[src/rtl/isp_pkg.sv]
// Shared types and defaults for the ISP kernel pipeline blocks.
// Latency: n/a (declarations only).
// Backpressure: n/a.
package isp_pkg;

    // Default coordinate / frame-dimension width (max frame 1023 x 1023)
    localparam int COORD_W_DFLT  = 10;
    // Default kernel edge length
    localparam int KRN_SIZE_DFLT = 3;

    // Frame sequencer states
    typedef enum logic [2:0] {
        IDLE   = 3'd0,
        FETCH  = 3'd1,
        LAUNCH = 3'd2,
        WAIT   = 3'd3,
        EMIT   = 3'd4,
        FINISH = 3'd5
    } sched_state_t;

endpackage

[src/rtl/raster_counter.sv]
// Raster x/y window-position counter with per-frame wrap limits and a last-position flag.
// Latency: clear/advance take effect on the next rising edge; is_last is combinational from x/y.
// Backpressure: none; the caller pulses advance only when a window has been consumed.
module raster_counter
    import isp_pkg::*;
#(
    parameter int COORD_W = COORD_W_DFLT
) (
    input  logic               clk,
    input  logic               rst,
    input  logic               clear,
    input  logic               advance,
    input  logic [COORD_W-1:0] last_x,
    input  logic [COORD_W-1:0] last_y,
    output logic [COORD_W-1:0] x,
    output logic [COORD_W-1:0] y,
    output logic               is_last
);

    // x steps along the row and wraps to 0 at last_x, bumping y; clear wins over advance
    always_ff @(posedge clk or posedge rst) begin
        if (rst) begin
            x <= '0;
            y <= '0;
        end else if (clear) begin
            x <= '0;
            y <= '0;
        end else if (advance) begin
            if (x == last_x) begin
                x <= '0;
                y <= y + COORD_W'(1);
            end else begin
                x <= x + COORD_W'(1);
            end
        end
    end

    // Final window of the frame: both coordinates at their limits
    always_comb begin
        is_last = (x == last_x) && (y == last_y);
    end

endmodule

[src/rtl/kernel_scheduler.sv]
// Frame sequencer: walks every SIZE x SIZE window in raster order, fetch -> engine start -> done -> emit.
// Latency: frame_start->win_req 1 cycle, win_valid->krn_start 1, krn_done->out_valid 1, accept->win_req 1.
// Backpressure: out_valid/out_pixel/out_x/out_y hold until out_ready; no new fetch or start while stalled.
module kernel_scheduler
    import isp_pkg::*;
#(
    parameter int SIZE    = KRN_SIZE_DFLT,
    parameter int COORD_W = COORD_W_DFLT
) (
    input  logic               clk,
    input  logic               rst,
    input  logic               frame_start,
    input  logic [COORD_W-1:0] img_width,
    input  logic [COORD_W-1:0] img_height,
    output logic               win_req,
    output logic [COORD_W-1:0] win_x,
    output logic [COORD_W-1:0] win_y,
    input  logic               win_valid,
    output logic               krn_start,
    input  logic               krn_done,
    input  logic [7:0]         krn_pixel,
    output logic               out_valid,
    input  logic               out_ready,
    output logic [7:0]         out_pixel,
    output logic [COORD_W-1:0] out_x,
    output logic [COORD_W-1:0] out_y,
    output logic               busy,
    output logic               frame_done
);

    sched_state_t       state;
    sched_state_t       state_nxt;
    logic               first_wait;
    logic [COORD_W-1:0] last_x;
    logic [COORD_W-1:0] last_y;
    logic [COORD_W-1:0] cnt_x;
    logic [COORD_W-1:0] cnt_y;
    logic               cnt_last;
    logic               frame_accept;
    logic               degenerate;
    logic               done_qual;
    logic               cnt_advance;
    logic [COORD_W:0]   span_x;
    logic [COORD_W:0]   span_y;

    // One extra bit so a dimension smaller than SIZE shows up as a negative span
    assign span_x       = {1'b0, img_width}  - (COORD_W+1)'(SIZE);
    assign span_y       = {1'b0, img_height} - (COORD_W+1)'(SIZE);
    assign degenerate   = span_x[COORD_W] | span_y[COORD_W];
    assign frame_accept = (state == IDLE) && frame_start;
    // The first WAIT cycle still sees the previous window's done level, so it never qualifies
    assign done_qual    = (state == WAIT) && krn_done && !first_wait;
    assign cnt_advance  = (state == EMIT) && out_ready && !cnt_last;
    assign busy         = (state != IDLE);
    assign win_x        = cnt_x;
    assign win_y        = cnt_y;

    raster_counter #(
        .COORD_W (COORD_W)
    ) u_raster_counter (
        .clk     (clk),
        .rst     (rst),
        .clear   (frame_accept),
        .advance (cnt_advance),
        .last_x  (last_x),
        .last_y  (last_y),
        .x       (cnt_x),
        .y       (cnt_y),
        .is_last (cnt_last)
    );

    // State register
    always_ff @(posedge clk or posedge rst) begin
        if (rst) begin
            state <= IDLE;
        end else begin
            state <= state_nxt;
        end
    end

    // Next state and Moore handshake outputs
    always_comb begin
        state_nxt  = state;
        win_req    = 1'b0;
        krn_start  = 1'b0;
        out_valid  = 1'b0;
        frame_done = 1'b0;
        case (state)
            IDLE: begin
                if (frame_start) begin
                    state_nxt = degenerate ? FINISH : FETCH;
                end
            end
            FETCH: begin
                win_req = 1'b1;
                if (win_valid) begin
                    state_nxt = LAUNCH;
                end
            end
            LAUNCH: begin
                krn_start = 1'b1;
                state_nxt = WAIT;
            end
            WAIT: begin
                if (done_qual) begin
                    state_nxt = EMIT;
                end
            end
            EMIT: begin
                out_valid = 1'b1;
                if (out_ready) begin
                    state_nxt = cnt_last ? FINISH : FETCH;
                end
            end
            FINISH: begin
                frame_done = 1'b1;
                state_nxt  = IDLE;
            end
            default: begin
                state_nxt = IDLE;
            end
        endcase
    end

    // Marks the WAIT cycle that directly follows the engine start pulse
    always_ff @(posedge clk or posedge rst) begin
        if (rst) begin
            first_wait <= 1'b0;
        end else begin
            first_wait <= (state == LAUNCH);
        end
    end

    // Window limits captured once per frame; later dimension changes do not disturb the walk
    always_ff @(posedge clk or posedge rst) begin
        if (rst) begin
            last_x <= '0;
            last_y <= '0;
        end else if (frame_accept) begin
            last_x <= span_x[COORD_W-1:0];
            last_y <= span_y[COORD_W-1:0];
        end
    end

    // Result capture: engine pixel plus the coordinates of the window that produced it
    always_ff @(posedge clk or posedge rst) begin
        if (rst) begin
            out_pixel <= '0;
            out_x     <= '0;
            out_y     <= '0;
        end else if (done_qual) begin
            out_pixel <= krn_pixel;
            out_x     <= cnt_x;
            out_y     <= cnt_y;
        end
    end

endmodule

[config.mk]
export PLATFORM = sky130hd
export DESIGN_NAME = kernel_scheduler
export DESIGN_NICKNAME = d
export VERILOG_FILES = /design/src/rtl/isp_pkg.sv /design/src/rtl/raster_counter.sv /design/src/rtl/kernel_scheduler.sv
export SDC_FILE = /design/constraint.sdc
export NUM_CORES = 1
export LEC_CHECK = 0
export BUFFER_PORTS_ARGS = -buffer_cell sky130_fd_sc_hd__buf_4
export CORE_AREA = 2 2 82 84
export DETAILED_ROUTE_END_ITERATION = 16
export DIE_AREA = 0 0 84 86
export PLACE_DENSITY = 0.95
export SYNTH_ARGS = -nofsm -noshare
export SYNTH_HDL_FRONTEND = slang
export SYNTH_HIERARCHICAL = 1
export SYNTH_SLANG_ARGS = --single-unit
[constraint.sdc]
create_clock -name clk -period 3.84 [get_ports clk]
set_input_delay 0.768 -clock clk [delete_from_list [all_inputs] [get_ports clk]]
set_output_delay 0.768 -clock clk [all_outputs]
set_load 0.02 [all_outputs]
# Word-level counts from Yosys, hierarchy flattened
# Cells that the tools add are included.
[word_totals] register_bits=72 input_bits=34 output_inout_bits=53 wordCells=56
[op_classes] n_addsub=4 eq_ne=11 mux=17 n_bitwise=1 reduce_logical=14
[op_table] op="10-bit two-way mux" n=6
[op_table] op="10-bit by 2-bit subtractor with 11-bit output, second input constant" n=2
[op_table] op="10-bit by 1-bit adder with 10-bit output, second input constant" n=2
[op_table] op="10-bit == test" n=2
[op_table] op="3-bit two-way mux" n=6
[op_table] op="3-bit one-hot mux with 5 select lines" n=1
[op_table] op="2-bit inequality test, second input constant" n=4
[op_table] op="3-bit by 2-bit == test with 1-bit output, second input constant" n=2
[op_table] op="3-bit == test, second input constant" n=2
[op_table] op="1-bit logical AND" n=6
[op_table] op="1-bit two-way mux" n=4
[op_table] op="4-bit AND reduction" n=1
[op_table] op="2-bit nonzero test" n=2
[op_table] op="3-bit by 1-bit == test with 1-bit output, second input constant" n=1
[op_table] op="3-bit zero test" n=1
[op_table] op="3-bit nonzero test" n=1
[op_table] op="1-bit zero test" n=2
[op_table] op="2-bit AND reduction" n=1
[op_table] op="1-bit OR" n=1

# Depth between registers and ports, before layout
[logic_depth] word_depth=6 ltp_mapped=10 mapped_depth_nobuf=10

# Hierarchy
# The synthesis kept the hierarchy.
[modules_own_cells] mod="kernel_scheduler" n_inst=1 cells_per_inst=200 area_each_um2=2341.0 seq_area_each_um2=1301.2
[modules_own_cells] mod="raster_counter" n_inst=1 cells_per_inst=134 area_each_um2=1233.7 seq_area_each_um2=500.5

# Worst setup path before layout
# Ideal clock, no wire load.
[synth_path] path_type="flip-flop to flip-flop" from="reg u_raster_counter.x[7]" to="reg u_raster_counter.x[7]" setup_time_ps=86 t_arrival_ps=2448 t_required_ps=3754 slack_ps=1306 path_stages_with_launch=11 path_buffers=0 synth_period_minus_slack_ps=2534 cell_sequence="dfrtp_1 > xor2_1 > nor4_2 > nand3_1 > nor3_1 > nor3_1 > o2111ai_1 > inv_1 > and3_1 > xnor2_1 > nor3_1"
[synth_via] elab_chain_len=5 elab_cells_between_ends=9 classes_between="add/sub (1); eq/ne (1); mux (3); reduce/logical (4)"
[synth_rtl] item="from (decl)" line="raster_counter.sv:15" rtl="output logic [COORD_W-1:0] x,"
[synth_rtl] item="from (signal assigned)" line="raster_counter.sv:33" rtl="x <= x + COORD_W'(1);"
[synth_rtl] item="10-bit == test" line="raster_counter.sv:40" rtl="is_last = (x == last_x) && (y == last_y);"
[synth_rtl] item="1-bit logical AND" line="raster_counter.sv:40"
[synth_rtl] item="named net cnt_last" line="kernel_scheduler.sv:38" rtl="logic cnt_last;"
[synth_rtl] item="1-bit zero test" line="kernel_scheduler.sv:53" rtl="assign cnt_advance = (state == EMIT) && out_ready && !cnt_last;"
[synth_rtl] item="1-bit logical AND" line="kernel_scheduler.sv:53"
[synth_rtl] item="named net cnt_advance" line="kernel_scheduler.sv:42" rtl="logic cnt_advance;"
[synth_rtl] item="2-bit nonzero test (no source line)"
# The timed path passes the listed nets, and every way through them passes these cells. The select of a mux whose other input is x is not followed.
# A chain may end at the register's enable or synchronous reset.

# Worst setup path after layout
[layout_path] from="reg u_raster_counter.x[0]" to="reg u_raster_counter.y[6]"
[layout_via] elab_chain_len=6 elab_cells_between_ends=7 classes_between="eq/ne (1); reduce/logical (6)"
[layout_rtl] item="10-bit == test" line="raster_counter.sv:40"
[layout_rtl] item="1-bit logical AND" line="raster_counter.sv:40"
[layout_rtl] item="named net cnt_last" line="kernel_scheduler.sv:38"
[layout_rtl] item="1-bit zero test" line="kernel_scheduler.sv:53"
[layout_rtl] item="1-bit logical AND" line="kernel_scheduler.sv:53"
[layout_rtl] item="named net cnt_advance" line="kernel_scheduler.sv:42"
[layout_rtl] item="2-bit nonzero test (no source line)"
[layout_rtl] item="2-bit AND reduction (no source line)"
[layout_rtl] item="to (signal assigned)" line="raster_counter.sv:31" rtl="y <= y + COORD_W'(1);"
[layout_rtl] item="to (decl)" line="raster_counter.sv:16" rtl="output logic [COORD_W-1:0] y,"
# The timed path passes the listed nets, and every way through them passes these cells.

==> reports/metrics.cfg <==
[run_status]
outcome = complete, no violations

[timing]
rsz0062_at_grt = no
clock_skew_ns = 0.00655
worst_pin_slew_ns = 1.05
slew_violations = 0
max_freq_ghz = 0.294
setup_tns_ns = 0
hold_viol = 0
min_period_over_period_pct = 88.6
setup_viol = 0
setup_ws_ns = 0.437
slew-limit-headroom_pct = 29.8
min_period_ns = 3.40

[logic_synthesis]
synth_mux_area_share_pct = 9.73
synth_top_area_share_pct = 50.4
ys_seq_elements = 72
ys_top_cells_by_area = dfrtp_1, mux2_2, xor2_1, nand2_1, o21ai_0
synth_largest_area_cell = dfrtp_1
ys_types = 41
ys_async_sr_fraction_pct = 100
synth-simple-area-share_pct = 16.8
ys.flop_type = dfrtp_1
synth_xor_area_share_pct = 10.3
avgSynthCellArea_sq_um = 10.7
synthCells = 334
synth_edf_count = 0
syn_area_sq_um = 3570
synth-compound-area-share_pct = 9.17
yosysSeqAreaShare_pct = 50.4
synth_top_family_by_area = simple AND/OR/NAND/NOR gates
synth_nets = 372
yosys_warnings = 6
synth_adder_area_share_pct = 1.40

[floorplan]
core-area_sq_um = 6280
initial_core_util_pct = 56.9
die_area_sq_um = 7220
rows = 29
die_h_microns = 86
ioPinCount = 87
die_x_microns = 84

[critical_path]
cp-start-kind = register
path_max_fanout = 18
crit_type = register to register
required_ns = 4.09
worstPathArrival_ns = 3.65
crit_path_end_kind = register

[global_route]
grt_antenna_before_repair = 0
grt_max_degree = 53
grt_pass1_vias = 2892
grtUsageTotal_pct = 24.2
grt_pass1_wl_microns = 14000
overflow = 0

[pwr]
irDropWorstVdd_mv = 0.414
p_per_area_nw_per_um2 = 560
p_leak_nw = 2.20

[final_layout]
drive_gt1_share_pct = 33.6
final_common_cell = buf_4
multi_input_area_sq_um = 1700
num_antenna_cells = 0
final_nets = 458
areaGrowthSynthToFinish_pct = 26.0
nFillCells = 457
most-common-layout-cells = buf_4, dfrtp_1, nand2_1
register_area_sq_um = 1800
stdcell_count = 502

[clocking]
cts_htree_levels = 3
cts_sinks = 72
cts_inserted_buffers = 9
cts_tree = built
clkTransAtPathRegs_ns = 0.08
clk_latency_ns = 0.34
cts_hold_buf = 0
clockBufferDepth = 2
ctsResizeCount = 0
cts_root_buf = clkbuf_8
post_cts_buffers = 0

[drt]
detail_route.wl_per_cell_microns = 16.3
first_iter_violations = 319
drc = 0
routed_wl_microns = 8210
via_count = 2908
ant_nets = 0
dr.pass1.iters = 5
vias_per_cell = 5.79

[place]
place_ws_ns = 0.612
place_inst = 486
port_buffers = 86
dpl.hpwl_microns = 5830
globalplace.congestion = 0.907

[flow_run]
maxCapViolations = 0

[hold_path]
hp-class = register to register

## path summary, 6_finish.rpt
check	startpoint	to	slack, ns	cells past startpoint
worst min-delay path	out_pixel[0]	out_pixel[0]	0.51	1
min in group asynchronous	rst	u_raster_counter/y[6]	0.59	2
worst max register to register	u_raster_counter/x[0]	u_raster_counter/y[6]	0.44	8
worst min register to register	out_pixel[0]	out_pixel[0]	0.51	1
max in group asynchronous	rst	last_y[0]	2.48	2
worst max-delay path	u_raster_counter/x[0]	u_raster_counter/y[6]	0.44	8
## power by group
group	internal [mW]	switching (mW)	leakage, nW
logic	0.357	0.419	1.14
registers	0.930	0.154	0.953
clock network	0.383	0.281	0.106
## worst max-delay path: stages, from the launching register on
cell and delay [ns]:
dfrtp_1 0.48, xor2_1 0.24, nor4_2 0.08, nand3_1 0.25, nor3_1 0.13, nor3_1 0.79, nand4_2 0.57, or3_1 0.54
a21oi_1 0.21
## registers in the layout (all words and copies together), names as in the netlist
name                count
last_x                 10
last_y                 10
out_x                  10
out_y                  10
u_raster_counter/x     10
u_raster_counter/y     10
out_pixel               8
state                   3
first_wait              1
## synth_stat cells (10+ instances only)
library cell / instances
xor2_1: 28
nand3_1: 10
clkbuf_1: 10
o21ai_0: 25
mux2_2: 30
nor2_1: 11
xnor2_1: 14
a21oi_1: 20
nand2_1: 34
dfrtp_1: 72
nor3_1: 12
## cell families after synthesis
| family | count (synthesis) |
|---|---|
| flip-flops | 72 |
| adder cells (fa/ha/maj) | 4 |
| AND/OR/NAND/NOR | 108 |
| XOR/XNOR | 42 |
| AO/OA/AOI/OAI | 57 |
| multiplexers | 31 |
| buffers and inverters | 20 |
## per-stage QoR
stage	utilization, %	hold slack, ns	total power [mW]	area, sq um
3_5_place_dp	68.2	0.497	1.87	4280
2_1_floorplan	-	0.469	1.60	3570
3_3_place_gp	68.2	0.484	1.83	4280
6_report	71.8	0.510	2.52	4510
4_1_cts	71.8	0.515	2.53	4510
5_1_grt	71.8	0.526	2.67	4510
## cell type report
type                       count  share of cell area [%]
inverter                       7                   0.583
multi-input combinational    242                    37.7
sequential                    72                    40.0
clock inverter                 5                    1.78
tap                           77                    2.14
timing repair buffer          88                    14.7
clock buffer                  11                    3.14
## per-layer routing
layer  vias to the layer above  wire (microns)  track usage [%]
met3                        29             561             4.81
met1                      1393            3510             31.8
met2                       132            3900             39.1
met4                         0             232             11.4
met5                         -               0                0
li1                       1354               -                -
(Power assumes the default switching activity.)
